File: src/rtl/tl_rx_vc_ordering_arbiter_if.sv
// Read side of the RX VC sequence/header/data FIFOs, the TLP output stream toward
// the AXI bridge and the flow-control credit-return strobe, as seen by the arbiter.
interface tl_rx_vc_ordering_arbiter_if #(
   parameter int HDR_WIDTH  = 128,
   parameter int DATA_WIDTH = 256
);
   logic                  i_seq_empty;
   logic                  i_seq_type;
   logic                  o_seq_r_inc;

   logic                  i_p_hdr_empty;
   logic                  i_np_hdr_empty;
   logic [HDR_WIDTH-1:0]  i_p_hdr;
   logic [HDR_WIDTH-1:0]  i_np_hdr;
   logic                  o_p_hdr_r_inc;
   logic                  o_np_hdr_r_inc;

   logic                  i_p_data_empty;
   logic                  i_np_data_empty;
   logic [DATA_WIDTH-1:0] i_p_data;
   logic [DATA_WIDTH-1:0] i_np_data;
   logic                  o_p_data_r_inc;
   logic                  o_np_data_r_inc;

   logic                  o_tlp_valid;
   logic                  o_tlp_sop;
   logic                  o_tlp_eop;
   logic                  o_tlp_is_hdr;
   logic                  o_tlp_type;
   logic [DATA_WIDTH-1:0] o_tlp_data;
   logic                  i_tlp_ready;

   logic                  o_cr_valid;
   logic                  o_cr_type;
   logic [10:0]           o_cr_data;

   modport master (
      input  i_seq_empty, i_seq_type,
      output o_seq_r_inc,
      input  i_p_hdr_empty, i_np_hdr_empty, i_p_hdr, i_np_hdr,
      output o_p_hdr_r_inc, o_np_hdr_r_inc,
      input  i_p_data_empty, i_np_data_empty, i_p_data, i_np_data,
      output o_p_data_r_inc, o_np_data_r_inc,
      output o_tlp_valid, o_tlp_sop, o_tlp_eop, o_tlp_is_hdr, o_tlp_type, o_tlp_data,
      input  i_tlp_ready,
      output o_cr_valid, o_cr_type, o_cr_data
   );

   modport slave (
      output i_seq_empty, i_seq_type,
      input  o_seq_r_inc,
      output i_p_hdr_empty, i_np_hdr_empty, i_p_hdr, i_np_hdr,
      input  o_p_hdr_r_inc, o_np_hdr_r_inc,
      output i_p_data_empty, i_np_data_empty, i_p_data, i_np_data,
      input  o_p_data_r_inc, o_np_data_r_inc,
      input  o_tlp_valid, o_tlp_sop, o_tlp_eop, o_tlp_is_hdr, o_tlp_type, o_tlp_data,
      output i_tlp_ready,
      input  o_cr_valid, o_cr_type, o_cr_data
   );
endinterface

File: src/rtl/tl_rx_vc_ordering_arbiter.sv
// Drains the RX VC posted/non-posted FIFOs in strict arrival order, emitting each TLP
// as a header beat plus payload beats and returning flow-control credits on completion.
module tl_rx_vc_ordering_arbiter #(
   parameter int HDR_WIDTH  = 128,
   parameter int DATA_WIDTH = 256
) (
   input  logic                        i_clk,
   input  logic                        i_n_rst,
   tl_rx_vc_ordering_arbiter_if.master bus
);
   localparam int DW_PER_BEAT = DATA_WIDTH / 32;

   typedef enum logic [1:0] {
      ST_IDLE = 2'd0,
      ST_HDR  = 2'd1,
      ST_DATA = 2'd2
   } state_t;

   state_t                state_q, state_d;
   logic [HDR_WIDTH-1:0]  hdr_q, hdr_d;
   logic                  type_q, type_d;
   logic [10:0]           cnt_q, cnt_d;
   logic                  cr_valid_q, cr_valid_d;
   logic                  cr_type_q, cr_type_d;
   logic [10:0]           cr_data_q, cr_data_d;

   logic                  sel_hdr_empty_s;
   logic [HDR_WIDTH-1:0]  sel_hdr_s;
   logic                  sel_data_empty_s;
   logic [DATA_WIDTH-1:0] sel_data_s;
   logic                  has_data_s;
   logic [10:0]           len_dw_s;
   logic                  capture_s;
   logic                  accept_s;

   // A Length field of zero encodes the 1024-DW maximum.
   function automatic logic [10:0] f_len_dw(input logic [9:0] len_field);
      logic [10:0] len;
      if (len_field == 10'd0) begin
         len = 11'd1024;
      end else begin
         len = {1'b0, len_field};
      end
      return len;
   endfunction

   function automatic logic [10:0] f_beats(input logic [10:0] len);
      logic [10:0] sum;
      sum = len + 11'(DW_PER_BEAT - 1);
      return sum / 11'(DW_PER_BEAT);
   endfunction

   function automatic logic [10:0] f_credits(input logic [10:0] len);
      return 11'((len + 11'd3) >> 2);
   endfunction

   // FIFO selection: sequence head picks the header FIFO, the latched type picks data.
   always_comb begin
      sel_hdr_empty_s  = bus.i_seq_type ? bus.i_np_hdr_empty : bus.i_p_hdr_empty;
      sel_hdr_s        = bus.i_seq_type ? bus.i_np_hdr : bus.i_p_hdr;
      sel_data_empty_s = type_q ? bus.i_np_data_empty : bus.i_p_data_empty;
      sel_data_s       = type_q ? bus.i_np_data : bus.i_p_data;
      has_data_s       = hdr_q[30];
      len_dw_s         = f_len_dw(hdr_q[9:0]);
      capture_s        = i_n_rst & ~bus.i_seq_empty & ~sel_hdr_empty_s;
      accept_s         = ~sel_data_empty_s & bus.i_tlp_ready;
   end

   // Next-state, pops and stream outputs.
   always_comb begin
      state_d    = state_q;
      hdr_d      = hdr_q;
      type_d     = type_q;
      cnt_d      = cnt_q;
      cr_valid_d = 1'b0;
      cr_type_d  = 1'b0;
      cr_data_d  = 11'd0;

      bus.o_seq_r_inc     = 1'b0;
      bus.o_p_hdr_r_inc   = 1'b0;
      bus.o_np_hdr_r_inc  = 1'b0;
      bus.o_p_data_r_inc  = 1'b0;
      bus.o_np_data_r_inc = 1'b0;
      bus.o_tlp_valid     = 1'b0;
      bus.o_tlp_sop       = 1'b0;
      bus.o_tlp_eop       = 1'b0;
      bus.o_tlp_is_hdr    = 1'b0;
      bus.o_tlp_type      = 1'b0;
      bus.o_tlp_data      = {DATA_WIDTH{1'b0}};

      case (state_q)
         ST_IDLE: begin
            // The head entry blocks everything behind it until its header exists.
            if (capture_s) begin
               bus.o_seq_r_inc    = 1'b1;
               bus.o_p_hdr_r_inc  = ~bus.i_seq_type;
               bus.o_np_hdr_r_inc = bus.i_seq_type;
               hdr_d              = sel_hdr_s;
               type_d             = bus.i_seq_type;
               state_d            = ST_HDR;
            end else begin
               state_d = ST_IDLE;
            end
         end
         ST_HDR: begin
            bus.o_tlp_valid  = 1'b1;
            bus.o_tlp_sop    = 1'b1;
            bus.o_tlp_is_hdr = 1'b1;
            bus.o_tlp_eop    = ~has_data_s;
            bus.o_tlp_type   = type_q;
            bus.o_tlp_data   = DATA_WIDTH'(hdr_q);
            if (bus.i_tlp_ready) begin
               if (has_data_s) begin
                  cnt_d   = f_beats(len_dw_s);
                  state_d = ST_DATA;
               end else begin
                  cr_valid_d = 1'b1;
                  cr_type_d  = type_q;
                  cr_data_d  = 11'd0;
                  state_d    = ST_IDLE;
               end
            end else begin
               state_d = ST_HDR;
            end
         end
         ST_DATA: begin
            bus.o_tlp_valid     = ~sel_data_empty_s;
            bus.o_tlp_type      = type_q;
            bus.o_tlp_data      = sel_data_s;
            bus.o_tlp_eop       = (cnt_q == 11'd1);
            bus.o_p_data_r_inc  = accept_s & ~type_q;
            bus.o_np_data_r_inc = accept_s & type_q;
            if (accept_s) begin
               cnt_d = cnt_q - 11'd1;
               if (cnt_q == 11'd1) begin
                  cr_valid_d = 1'b1;
                  cr_type_d  = type_q;
                  cr_data_d  = f_credits(len_dw_s);
                  state_d    = ST_IDLE;
               end else begin
                  state_d = ST_DATA;
               end
            end else begin
               state_d = ST_DATA;
            end
         end
         default: begin
            state_d = ST_IDLE;
         end
      endcase
   end

   // State, captured header and credit-return registers.
   always_ff @(posedge i_clk or negedge i_n_rst) begin
      if (!i_n_rst) begin
         state_q    <= ST_IDLE;
         hdr_q      <= {HDR_WIDTH{1'b0}};
         type_q     <= 1'b0;
         cnt_q      <= 11'd0;
         cr_valid_q <= 1'b0;
         cr_type_q  <= 1'b0;
         cr_data_q  <= 11'd0;
      end else begin
         state_q    <= state_d;
         hdr_q      <= hdr_d;
         type_q     <= type_d;
         cnt_q      <= cnt_d;
         cr_valid_q <= cr_valid_d;
         cr_type_q  <= cr_type_d;
         cr_data_q  <= cr_data_d;
      end
   end

   assign bus.o_cr_valid = cr_valid_q;
   assign bus.o_cr_type  = cr_type_q;
   assign bus.o_cr_data  = cr_data_q;
endmodule

File: src/flat_wrapper.sv
// flat-port wrapper written by rule: the top's interface ports become plain ports
module tl_rx_vc_ordering_arbiter_flat 
#(
   parameter int HDR_WIDTH  = 128,
   parameter int DATA_WIDTH = 256
)
  (i_clk, i_n_rst, bus_i_seq_empty, bus_i_seq_type, bus_o_seq_r_inc, bus_i_p_hdr_empty, bus_i_np_hdr_empty, bus_i_p_hdr, bus_i_np_hdr, bus_o_p_hdr_r_inc, bus_o_np_hdr_r_inc, bus_i_p_data_empty, bus_i_np_data_empty, bus_i_p_data, bus_i_np_data, bus_o_p_data_r_inc, bus_o_np_data_r_inc, bus_o_tlp_valid, bus_o_tlp_sop, bus_o_tlp_eop, bus_o_tlp_is_hdr, bus_o_tlp_type, bus_o_tlp_data, bus_i_tlp_ready, bus_o_cr_valid, bus_o_cr_type, bus_o_cr_data);
  tl_rx_vc_ordering_arbiter_if #(.HDR_WIDTH(HDR_WIDTH), .DATA_WIDTH(DATA_WIDTH)) bus_i ();
  input  logic i_clk;
  input  logic i_n_rst;
  input wire logic [$bits(bus_i.i_seq_empty)-1:0] bus_i_seq_empty;
  input wire logic [$bits(bus_i.i_seq_type)-1:0] bus_i_seq_type;
  output wire logic [$bits(bus_i.o_seq_r_inc)-1:0] bus_o_seq_r_inc;
  input wire logic [$bits(bus_i.i_p_hdr_empty)-1:0] bus_i_p_hdr_empty;
  input wire logic [$bits(bus_i.i_np_hdr_empty)-1:0] bus_i_np_hdr_empty;
  input wire logic [$bits(bus_i.i_p_hdr)-1:0] bus_i_p_hdr;
  input wire logic [$bits(bus_i.i_np_hdr)-1:0] bus_i_np_hdr;
  output wire logic [$bits(bus_i.o_p_hdr_r_inc)-1:0] bus_o_p_hdr_r_inc;
  output wire logic [$bits(bus_i.o_np_hdr_r_inc)-1:0] bus_o_np_hdr_r_inc;
  input wire logic [$bits(bus_i.i_p_data_empty)-1:0] bus_i_p_data_empty;
  input wire logic [$bits(bus_i.i_np_data_empty)-1:0] bus_i_np_data_empty;
  input wire logic [$bits(bus_i.i_p_data)-1:0] bus_i_p_data;
  input wire logic [$bits(bus_i.i_np_data)-1:0] bus_i_np_data;
  output wire logic [$bits(bus_i.o_p_data_r_inc)-1:0] bus_o_p_data_r_inc;
  output wire logic [$bits(bus_i.o_np_data_r_inc)-1:0] bus_o_np_data_r_inc;
  output wire logic [$bits(bus_i.o_tlp_valid)-1:0] bus_o_tlp_valid;
  output wire logic [$bits(bus_i.o_tlp_sop)-1:0] bus_o_tlp_sop;
  output wire logic [$bits(bus_i.o_tlp_eop)-1:0] bus_o_tlp_eop;
  output wire logic [$bits(bus_i.o_tlp_is_hdr)-1:0] bus_o_tlp_is_hdr;
  output wire logic [$bits(bus_i.o_tlp_type)-1:0] bus_o_tlp_type;
  output wire logic [$bits(bus_i.o_tlp_data)-1:0] bus_o_tlp_data;
  input wire logic [$bits(bus_i.i_tlp_ready)-1:0] bus_i_tlp_ready;
  output wire logic [$bits(bus_i.o_cr_valid)-1:0] bus_o_cr_valid;
  output wire logic [$bits(bus_i.o_cr_type)-1:0] bus_o_cr_type;
  output wire logic [$bits(bus_i.o_cr_data)-1:0] bus_o_cr_data;
  assign bus_i.i_seq_empty = bus_i_seq_empty;
  assign bus_i.i_seq_type = bus_i_seq_type;
  assign bus_o_seq_r_inc = bus_i.o_seq_r_inc;
  assign bus_i.i_p_hdr_empty = bus_i_p_hdr_empty;
  assign bus_i.i_np_hdr_empty = bus_i_np_hdr_empty;
  assign bus_i.i_p_hdr = bus_i_p_hdr;
  assign bus_i.i_np_hdr = bus_i_np_hdr;
  assign bus_o_p_hdr_r_inc = bus_i.o_p_hdr_r_inc;
  assign bus_o_np_hdr_r_inc = bus_i.o_np_hdr_r_inc;
  assign bus_i.i_p_data_empty = bus_i_p_data_empty;
  assign bus_i.i_np_data_empty = bus_i_np_data_empty;
  assign bus_i.i_p_data = bus_i_p_data;
  assign bus_i.i_np_data = bus_i_np_data;
  assign bus_o_p_data_r_inc = bus_i.o_p_data_r_inc;
  assign bus_o_np_data_r_inc = bus_i.o_np_data_r_inc;
  assign bus_o_tlp_valid = bus_i.o_tlp_valid;
  assign bus_o_tlp_sop = bus_i.o_tlp_sop;
  assign bus_o_tlp_eop = bus_i.o_tlp_eop;
  assign bus_o_tlp_is_hdr = bus_i.o_tlp_is_hdr;
  assign bus_o_tlp_type = bus_i.o_tlp_type;
  assign bus_o_tlp_data = bus_i.o_tlp_data;
  assign bus_i.i_tlp_ready = bus_i_tlp_ready;
  assign bus_o_cr_valid = bus_i.o_cr_valid;
  assign bus_o_cr_type = bus_i.o_cr_type;
  assign bus_o_cr_data = bus_i.o_cr_data;
  tl_rx_vc_ordering_arbiter #(.HDR_WIDTH(HDR_WIDTH), .DATA_WIDTH(DATA_WIDTH)) u_core (.i_clk(i_clk), .i_n_rst(i_n_rst), .bus(bus_i));
endmodule
File: config.mk
export PLATFORM = sky130hd
export DESIGN_NAME = tl_rx_vc_ordering_arbiter_flat
export DESIGN_NICKNAME = d
export VERILOG_FILES = /design/src/rtl/tl_rx_vc_ordering_arbiter_if.sv /design/src/rtl/tl_rx_vc_ordering_arbiter.sv /design/src/flat_wrapper.sv
export SDC_FILE = /design/constraint.sdc
export NUM_CORES = 1
export LEC_CHECK = 0
export BUFFER_PORTS_ARGS = -buffer_cell sky130_fd_sc_hd__buf_2
export CORE_AREA = 2 2 414 416
export CTS_CLUSTER_DIAMETER = 80
export CTS_CLUSTER_SIZE = 12
export DETAILED_ROUTE_END_ITERATION = 8
export DIE_AREA = 0 0 416 418
export PLACE_DENSITY = 0.31
export SLEW_MARGIN = 20
export SYNTH_ARGS = -nofsm -noshare
export SYNTH_HDL_FRONTEND = slang
export SYNTH_SLANG_ARGS = --single-unit
File: constraint.sdc
create_clock -name i_clk -period 2.7 [get_ports i_clk]
set_input_delay 0.135 -clock i_clk [delete_from_list [all_inputs] [get_ports i_clk]]
set_output_delay 0.135 -clock i_clk [all_outputs]
set_load 0.005 [all_outputs]
==> results by group, run 1 <==
Status
  • Status: finished, final reports clean

Place
  • Placement Cell Area: 21400 sq um
  • Dpl ws: 0.131 ns
  • DP Wirelength: 92200 um
  • Placer Congestion: 0.868
  • Placed insts: 4831
  • Port-buffer cells: 1053

Timing
  • Tmin final: 2.61 ns
  • Fin. Hold Viols: 0
  • Final worst slack: 0.0895 ns
  • Post-Route Skew: 0.0234 ns
  • Max-slew headroom: 45.8%
  • Final setup violating endpoints: 0
  • Actual slew at the worst max-slew pin: around 0.81 ns
  • RSZ-0062 raised after global routing: true
  • Fin. max-slew vios: 0
  • Max Clk Rate: 383 MHz
  • Final hold slack: 0.0498 ns
  • Final Cycle Share: 96.7%

Logic synthesis
  • Seq/Total Area, Yosys: ~30%
  • Syn Inst Count: about 1600
  • Top post-synthesis cells by area: mux2i_1, dfrtp_1, nor2_1, and2_1, a21oi_1
  • Yosys cell types: 52
  • Largest area contributor in the netlist: mux2i_1
  • Yosys top cell area share: 30.2%
  • Yosys reg bits: 153
  • Warnings, synthesis: 0
  • Ys async rst share: 100%
  • Ys flop type: dfrtp_1
  • Cell area after synthesis: 12800 sq um
  • Post-synth EDFFs: 0
  • Post-synthesis area per instance: 8.00 sq um

Cells and area
  • Multi-input gate area: around 8500 sq um
  • Design area: 24700 sq um
  • Layout cells sized above 1: 42.8%
  • Reg area: 3830 sq um
  • Most frequent cells in the layout: buf_2, mux2i_1, nor2_1
  • Most common cell after layout, fill and taps aside: buf_2
  • Layout Cells excl Fill: 5126
  • Final nets: between 3000 and 4000
  • Layout area overhead: 92.2%
  • Fillcell total: 19620

Critical path
  • Worst Setup End Kind: output pin
  • Most used cell, CP: buf_12
  • WP data required: 2.57 ns
  • Buffers & Inverters on Critical Path: 5
  • CP max stage cell: mux2i_1
  • FF-to-FF setup slack: 0.46 ns
  • Crit-path cells: buf_12 > buf_12 > buf_12 > mux2i_1 > buf_4 > nor2_1 > buf_2
  • Delay of the slowest cell on the worst path: slightly below 0.5 ns
  • Setup Crit Path Kind: flip-flop to output pin
  • Top Family by Delay on Critical Path: buffers and inverters
  • Crit path max fanout: 36
  • WP data arrival: 2.48 ns
  • Setup crit start kind: flip-flop

Die
  • Die Area: 174000 sq um
  • Die width: between 400 and 500 um
  • Core area: between 150000 and 200000 sq um
  • Initial core utilization: 7.60%
  • Die Y: 418 um
  • Ports: 1056
  • Placement Rows: 151

Flow run
  • Max capacitance violation total: 0

Detailed routing
  • WL final: 110000 um
  • Wl on met1: 43300 um
  • 1st-iter DRT viols: 752
  • TritonRoute pass-1 iters: 5
  • Vias: 16786
  • DRC Markers: 0
  • Vias per inst: 3.27
  • Max Used Layer: met5
  • Met3 WL post-DR: 6870 um
  • Routed len/inst: around 22 um
  • Routed Antenna Nets: 0
  • Wire length on met2: ~57000 um

GRT
  • Initial antenna violation count: 47
  • First-pass GRT wire length: 143000 um
  • Number of global-route vias before repair: 17560
  • GR Util All Layers: 12.0%
  • Largest net degree at the start of global routing: 89
  • Total gr overflow: 0

Pwr
  • Total Power: 18200 uW
  • Maximum vdd drop: 403 uV
  • Power Density: 739 nW/um^2
  • Pleak: 0.0121 uW

Min path
  • HP Class: input pin to flip-flop

CTS
  • Sink Count: roughly 150
  • Root Buffer: clkbuf_16
  • Worst skew pair latency: between 0.5 and 0.6 ns
  • CTS clk-pin slew, worst paths: 0.06 ns
  • H-tree depth: 4
  • TritonCTS clock tree: built
  • Clock Tree Buf Depth: 2
  • Num CTS Buffers: 17
[power breakdown]
| part | switching, uW | internal (uW) |
|---|---|---|
| Combinational | 6480 | 5040 |
| Clock | 1240 | 1270 |
| Sequential | 880 | 3340 |
| Total | 8600 | 9650 |
[timing repair]
action                     in CTS  in global routing
hold endpoints to repair      229                  0
resized for setup              51                  7
setup endpoints to repair     177                 12
cloned                          2                  3
setup buffers                  10                  0
hold buffers                  235                  0
[stage by stage]
| step | utilization, % | TNS, ns |
|---|---|---|
| after floorplan | - | 0 |
| after global placement | 12.6 | 0 |
| after detailed placement | 12.6 | 0 |
| after CTS | 14.5 | -0.00776 |
| after global routing | 14.6 | -0.0549 |
| final | 14.6 | 0 |
[worst min-delay path: cells and delay by family]
kind	cells	cell delay, ns
buffers and inverters	1	0.08
AO/OA/AOI/OAI	1	0.17
multiplexers	1	0.11
[flip-flops by register name, summed over array words and instances, names as in the netlist]
signal	cells
u_core.state_q	2
u_core.bus.o_cr_valid	1
u_core.bus.o_cr_type	1
u_core.bus.o_cr_data	9
u_core.cnt_q	11
u_core.hdr_q	128
u_core.type_q	1
[final timing paths]
kind / start / to / cells past startpoint
hold / removal: bus_i_np_hdr[96] / u_core.hdr_q[96] / 3
min in group asynchronous: i_n_rst / u_core.hdr_q[40] / 3
setup reg to reg: u_core.state_q[0] / u_core.cnt_q[8] / 8
setup / recovery: u_core.type_q / bus_o_tlp_data[156] / 7
hold reg to reg: u_core.hdr_q[76] / u_core.hdr_q[76] / 2
max in group asynchronous: i_n_rst / u_core.hdr_q[73] / 3
[synth_stat cells (4+ instances only)]
cell	n
nand3_1	9
dfrtp_1	153
mux2i_1	388
nor3_1	9
nand4_1	9
clkbuf_1	85
and2_1	132
nor2b_1	4
nor2_1	270
ha_1	6
inv_1	9
xor2_1	7
a21oi_1	144
o21ai_0	132
nand2_1	138
buf_4	5
buf_2	53
[cell type report]
type                       instances  area share (%)
sequential                       153            15.5
clock buffer                      18            1.74
multi-input combinational       1297            34.3
timing repair buffer            1403            36.4
antenna                           15           0.152
clock inverter                    12           0.476
tap                             2218            11.2
inverter                          10           0.208
[routing by layer]
metal / vias up / GRT usage (%)
li1: 8080 / -
met3: 113 / 3.54
met4: 4 / 3.67
met2: 539 / 21.6
met1: 8050 / 13.5
met5: - / 0
[logic make-up after synthesis]
| group | count (synthesis) | synth area share [%] |
|---|---|---|
| AOI/OAI and AO/OA | 301 | 12.4 |
| xor gates and xnor gates | 10 | 0.682 |
| adders and majority gates | 6 | 0.584 |
| buffers and inverters | 157 | 5.31 |
| DFF | 153 | 29.8 |
| muxes | 390 | 30.4 |
| other | 1 | 0.0292 |
| and+or+nand+nor | 588 | 20.8 |
Power figures use the tool's default switching activity.
==> run 2, diff against run 1 <==
Settings changed: CORE_AREA 2 2 414 416 to 2 2 413 415, DIE_AREA 0 0 416 418 to 0 0 415 417.
==> run 2 against run 1 <==
- sequential power rose by 1%
- clock power down 2%
- via count decreased by 0.91%
- global-route usage grew 0.85 points
- clock skew down 0.0035 ns
==> results by group, run 2 (same netlist as run 1, synthesis figures left out) <==
Status
  • Status: finished, final reports clean

Flow run
  • Max capacitance violation total: 0 (unchanged)

Die
  • Die width: 415 um (-0.24%)
  • Die Y: 417 um (-0.24%)
  • Ports: 1056 (unchanged)
  • Core area: 169000 sq um (-0.33%)
  • Die Area: 173000 sq um (-0.48%)
  • Placement Rows: 151 (unchanged)
  • Initial core utilization: 7.62% (+0.026 points)

Critical path
  • Worst Setup End Kind: output pin
  • Crit path max fanout: 32 (-11%)
  • FF-to-FF End: u_core.cnt_q[3]
  • Setup crit start kind: flip-flop
  • WP data required: 2.57 ns (about the same)
  • R2r worst-path depth: 7 (-1)
  • Setup Crit Path Kind: flip-flop to output pin
  • Reg-to-Reg Start: u_core.type_q
  • CP max stage cell: dfrtp_2
  • Crit-path cells: inv_2 > ha_2 > inv_4 > buf_16 > buf_6 > o21ai_0 > and2_1 > buf_2
  • FF-to-FF setup slack: 0.42 ns (-0.04 ns)
  • WP data arrival: 2.45 ns (-0.03 ns)
  • Delay of the slowest cell on the worst path: 0.44 ns (-0.05 ns)

Timing
  • Max Clk Rate: 386 MHz (+0.85%)
  • Tmin final: 2.59 ns (-0.0219 ns)
  • Max-slew headroom: 50.9% (+5.0 points)
  • Setup TNS: 0 ns (unchanged)
  • Final Cycle Share: 95.9% (-0.81 points)
  • RSZ-0062 raised after global routing: true
  • Fin. max-slew vios: 0 (unchanged)
  • Post-Route Skew: 0.0199 ns (-0.00346 ns)
  • Final setup violating endpoints: 0 (unchanged)
  • Fin. Hold Viols: 0 (unchanged)
  • Actual slew at the worst max-slew pin: 0.723 ns (-0.0900 ns)

GRT
  • GR Util met3: 3.17% (-0.37 points)
  • First-pass GRT wire length: 151000 um (+5.4%)
  • M2 GR Usage: 22.8% (+1.2 points)
  • Initial antenna violation count: 48 (+2.1%)
  • Total gr overflow: 0 (unchanged)
  • Largest net degree at the start of global routing: 81 (-9.0%)
  • Number of global-route vias before repair: 17472 (-0.50%)
  • GR Util All Layers: 12.8% (+0.85 points)
  • GR peak layer: met2
  • Met1 global-route usage: 15.5% (+1.9 points)

Cells and area
  • Layout cells sized above 1: 43.9% (+1.1 points)
  • Design area: 24800 sq um (+0.25%)
  • Max FFs per register: 128 (unchanged)
  • Most frequent cells in the layout: buf_2, mux2i_1, nor2_1
  • Final nets: 3656 (-0.25%)
  • Layout area overhead: 92.7%
  • Most common cell after layout, fill and taps aside: buf_2
  • Register with the most flip-flops: u_core.hdr_q

CTS
  • Clock Tree Buf Depth: 2 (unchanged)
  • CTS clk-pin slew, worst paths: 0.07 ns (about the same)
  • Root Buffer: clkbuf_16
  • Sink Count: 153 (unchanged)
  • TritonCTS clock tree: built
  • Worst skew pair latency: 0.51 ns (about the same)
  • H-tree depth: 4 (unchanged)
  • Num CTS Buffers: 17 (unchanged)

Min path
  • Sink of the worst hold path: u_core.hdr_q[96]
  • HP Class: input pin to flip-flop
  • Worst hold start: bus_i_p_hdr[96]
  • WHS Path Cells: 3 (unchanged)

Place
  • Placer Congestion: 0.925 (+6.5%)
  • Placement Cell Area: 21500 sq um (+0.67%)
  • DP Wirelength: 99800 um (+8.2%)
  • Port-buffer cells: 1053 (unchanged)

Detailed routing
  • 1st-iter DRT viols: 770 (+2.4%)
  • Routed len/inst: 22.7 um (+5.2%)
  • TritonRoute pass-1 iters: 5 (unchanged)
  • DRC Markers: 0 (unchanged)
  • WL final: 116000 um (+4.9%)
  • Vias per inst: 3.25 (-0.60%)
  • Routed Antenna Nets: 0 (unchanged)
  • Vias: 16633 (-0.91%)

Pwr
  • Total Power: 18800 uW (+2.9%)
  • Maximum vdd drop: 382 uV (-5.1%)
  • Power Density: 758 nW/um^2 (+2.6%)
  • Pleak: 0.0121 uW (-0.35%)
[run 2: changes by cell type in the layout (fill, tap and decap cells not counted), moves of 3 or more]
cell and change:
mux2i_1 -15, dlygate4sd3_1 -14, o21ai_0 -10, mux2i_2 +8
buf_6 +7, diode_2 -7, mux2i_4 +7, nor2_2 -4
o21ai_2 +4, o21ai_4 +4, buf_4 +3
[run 2: critical path: cells and delay by family, from the launching register on]
kind	cells	cell delay (ns)
compound gates	1	0.34
simple gates	1	0.19
fa+ha+maj	1	0.22
buf+inv	5	0.70
flops	1	0.44
[run 2: repair_timing]
| action | 4_1_cts | 5_1_grt |
|---|---|---|
| pin swaps | 2 | 0 |
| setup buffers | 2 | 1 |
| resized for setup | 77 | 32 |
| hold endpoints to repair | 193 | 0 |
| gates cloned | 1 | 1 |
| setup endpoints to repair | 165 | 44 |
| hold buffers | 221 | 0 |
[run 2: area by class of cell]
class                   count  area, sq um
clock buffers              18          429
diodes                      8         20.0
multi-input cells        1297         8650
well taps                2218         2780
repair buffers           1394         8880
inverters                  10         40.0
clock inverters            12          121
flip-flops and latches    153         3830
fillers                 19610       144000
[run 2: per-stage QoR]
step	utilization [%]	worst slack (ns)	hold slack, ns	std cells
floorplan	-	0.709	-0.161	1607
global placement	12.8	-0.319	0.0170	4846
CTS	14.6	-0.120	0.000869	5100
finish	14.7	0.111	0.0264	5110
global route	14.7	-0.0106	0.0184	5108
detailed placement	12.8	-0.243	0.0137	4846
[run 2: power by group]
group | internal [uW] | switching, uW
Combinational | 5070 | 6980
Clock | 1270 | 1190
Sequential | 3340 | 924
Total | 9680 | 9090
[run 2: worst max path at each step]
stage / depth (start not counted) / end / from
2_1_floorplan: 7 / u_core.cnt_q[8] / u_core.state_q[0]
3_3_place_gp: 8 / bus_o_tlp_data[55] / u_core.state_q[0]
3_5_place_dp: 5 / bus_o_tlp_data[234] / u_core.type_q
4_1_cts: 5 / bus_o_tlp_data[240] / u_core.type_q
5_1_grt: 7 / bus_o_tlp_data[236] / u_core.state_q[0]
6_report: 8 / bus_o_tlp_data[97] / u_core.state_q[0]
[run 2: routing by layer]
metal	wire length, um	part of all wire [%]
met5	72	0.062
met4	1860	1.6
met3	6670	5.8
met2	59200	51
met1	48000	41
==> run 3, diff against run 2 <==
Clock period 2.7 ns to 2.73 ns, I/O delays scaled along.
==> run 3 against run 2 <==
- clock power is 11% higher
- combinational power barely moved
- clock skew barely moved
- flip-flop and latch count unchanged
- hold slack better by 0.014 ns
- die area unchanged
- sequential share of layout area fell by 0.21 points
- global-route usage grew 0.33 points
- worst setup slack improved by 0.00081 ns
- register-to-register slack got worse by 0.07 ns
- sequential power about the same
- non-clock buffer count up 21
- critical endpoint is now bus_o_tlp_data[136]
==> results by group, run 3 (same netlist as run 1, synthesis figures left out) <==
Status
  • Status: finished, final reports clean

Critical path
  • Crit path max fanout: 60 (+88%)
  • Setup crit start kind: flip-flop
  • Setup Crit Path Kind: flip-flop to output pin
  • FF-to-FF End: u_core.cnt_q[8]
  • CP max stage cell: dfrtp_4
  • Worst Setup End Kind: output pin
  • FF-to-FF setup slack: 0.35 ns (-0.07 ns)
  • Reg-to-Reg Start: u_core.type_q
  • WP data required: 2.59 ns (+0.02 ns)
  • WP data arrival: 2.48 ns (+0.03 ns)
  • R2r worst-path depth: 7 (unchanged)
  • Delay of the slowest cell on the worst path: 0.54 ns (+0.10 ns)
  • Most used cell, CP: buf_12
  • Crit-path cells: buf_12 > buf_12 > mux2i_4 > nor2_1 > buf_12

Place
  • DP Wirelength: 98700 um (-1.1%)
  • Port-buffer cells: 1053 (unchanged)
  • Placer Congestion: 0.873 (-5.6%)

Cells and area
  • Register with the most flip-flops: u_core.hdr_q
  • Most frequent cells in the layout: buf_2, mux2i_1, nor2_1
  • Layout area overhead: 95.2%
  • Most common cell after layout, fill and taps aside: buf_2
  • Final nets: 3677 (+0.57%)
  • Max FFs per register: 128 (unchanged)
  • Layout cells sized above 1: 43.3% (-0.64 points)

CTS
  • CTS clk-pin slew, worst paths: 0.08 ns (about the same)
  • Worst skew pair latency: 0.53 ns (+0.02 ns)
  • Clock Tree Buf Depth: 2 (unchanged)
  • Num CTS Buffers: 17 (unchanged)
  • Root Buffer: clkbuf_16
  • H-tree depth: 4 (unchanged)
  • TritonCTS clock tree: built
  • Sink Count: 153 (unchanged)

Pwr
  • Sequential power share: 22.2% (-0.5 points)
  • Switching power: 9120 uW (+0.29%)
  • Logic pwr share: 63.5% (-0.7 points)
  • Clock power frac: 14.3% (+1.2 points)
  • Maximum vdd drop: 428 uV (+12%)
  • Pleak: 0.0123 uW (+1.8%)
  • Power Density: 761 nW/um^2 (+0.36%)
  • Total Power: 19100 uW (+1.7%)
  • Internal: 9970 uW (+3.0%)
  • Switching Share: 47.8% (-0.66 points)

Die
  • Initial core utilization: 7.62% (unchanged)
  • Die Area: 173000 sq um (unchanged)
  • Die Y: 417 um (unchanged)
  • Placement Rows: 151 (unchanged)
  • Ports: 1056 (unchanged)
  • Core area: 169000 sq um (unchanged)
  • Die width: 415 um (unchanged)

Timing
  • Max Clk Rate: 382 MHz
  • Max-slew headroom: 44.2% (-6.6 points)
  • Fin. Hold Viols: 0 (unchanged)
  • Final setup violating endpoints: 0 (unchanged)
  • Final Cycle Share: 95.9%
  • Tmin final: roughly 2.6 ns
  • Final hold slack: 0.0404 ns (+0.0139 ns)
  • Post-Route Skew: 0.0195 ns (-0.000412 ns)
  • RSZ-0062 raised after global routing: true
  • Fin. max-slew vios: 0 (unchanged)
  • Actual slew at the worst max-slew pin: 0.837 ns (+0.114 ns)

Detailed routing
  • WL final: 119000 um (+3.2%)
  • DRC Markers: 0 (unchanged)
  • Routed Antenna Nets: 0 (unchanged)
  • 1st-iter DRT viols: 759 (-1.4%)
  • Routed len/inst: 23.2 um (+2.4%)
  • Vias: 16978 (+2.1%)
  • TritonRoute pass-1 iters: 5 (unchanged)
  • Vias per inst: 3.30 (+1.3%)

GRT
  • Initial antenna violation count: 57 (+19%)
  • GR Util All Layers: 13.2% (+0.33 points)
  • Largest net degree at the start of global routing: 96 (+19%)
  • Total gr overflow: 0 (unchanged)
  • Number of global-route vias before repair: 17919 (+2.6%)
  • First-pass GRT wire length: 155000 um (+2.5%)

Flow run
  • Max capacitance violation total: 0 (unchanged)

Min path
  • HP Class: input pin to flip-flop
  • Sink of the worst hold path: u_core.hdr_q[58]
  • WHS Path Cells: 3 (unchanged)
  • Worst hold start: bus_i_p_hdr[58]
[run 3: changes by cell type in the layout (fill, tap and decap cells not counted), sizes merged]
cell         previous run  this run
clkinvlp                3         2
clkinv                  4         2
buf                  1168      1172
diode                   8        25
bufbuf                  1         5
clkbuf                 22        23
dlygate4sd3           221       233
inv                    14        17
bufinv                  1         2
[run 3: final cells by class]
class / instances / area (sq um)
fillers: 19560 / 143000
repair buffers: 1415 / 9190
multi-input cells: 1297 / 8580
flip-flops and latches: 153 / 3830
well taps: 2218 / 2780
clock buffers: 18 / 439
clock inverters: 13 / 159
diodes: 25 / 62.6
inverters: 10 / 45.0
[run 3: power by group through the flow]
stage / clock network [uW] / logic, uW / registers, uW
3_3_place_gp: 0 / 11000 / 4320
2_1_floorplan: 0 / 5750 / 3820
3_5_place_dp: 0 / 10900 / 4300
6_report: 2730 / 12100 / 4240
5_1_grt: 2990 / 13300 / 4400
4_1_cts: 2960 / 12300 / 4250
[run 3: worst max path at each step]
| stage | cells past startpoint | startpoint | to | slack, ns |
|---|---|---|---|---|
| global route | 5 | u_core.type_q | bus_o_tlp_data[130] | 0.002 |
| detailed placement | 6 | u_core.state_q[0] | bus_o_tlp_data[252] | -0.05 |
| floorplan | 7 | u_core.state_q[0] | u_core.cnt_q[8] | 0.74 |
| global placement | 8 | u_core.state_q[0] | bus_o_tlp_data[55] | -0.36 |
| finish | 5 | u_core.type_q | bus_o_tlp_data[136] | 0.11 |
| CTS | 6 | u_core.type_q | bus_o_tlp_data[123] | 0.002 |
[run 3: layer usage]
layer | vias to the layer above | global-route usage [%] | share of wire [%]
li1 | 8125 | - | -
met1 | 8126 | 15.3 | 40
met2 | 612 | 23.0 | 50
met3 | 107 | 3.99 | 6.6
met4 | 8 | 4.29 | 2.6
met5 | - | 0 | 0.049
[run 3: critical path, delay by kind of cell (launching register included)]
| family | cells | cell delay [ns] |
|---|---|---|
| simple gates | 1 | 0.13 |
| buf+inv | 3 | 0.61 |
| flops | 1 | 0.54 |
| mux | 1 | 0.53 |
[run 3: timing repair]
| item | 4_1_cts | 5_1_grt |
|---|---|---|
| setup endpoints to repair | 179 | 11 |
| hold buffers | 233 | 0 |
| gates cloned | 5 | 3 |
| gates resized for setup | 75 | 4 |
| hold endpoints to repair | 273 | 0 |
| setup buffers | 12 | 3 |
| pin swaps | 6 | 1 |
[run 3: through the flow]
step                      setup TNS (ns)  cell area (sq um)  utilization, %  worst slack (ns)  cells
after floorplan                        0              12900               -             0.739   1607
after global routing                   0              25100            14.9           0.00239   5141
after CTS                              0              24900            14.8           0.00227   5118
after global placement            -0.825              21400            12.7            -0.361   4838
after detailed placement          -0.172              21400            12.7           -0.0549   4838
final                                  0              25100            14.9             0.112   5149
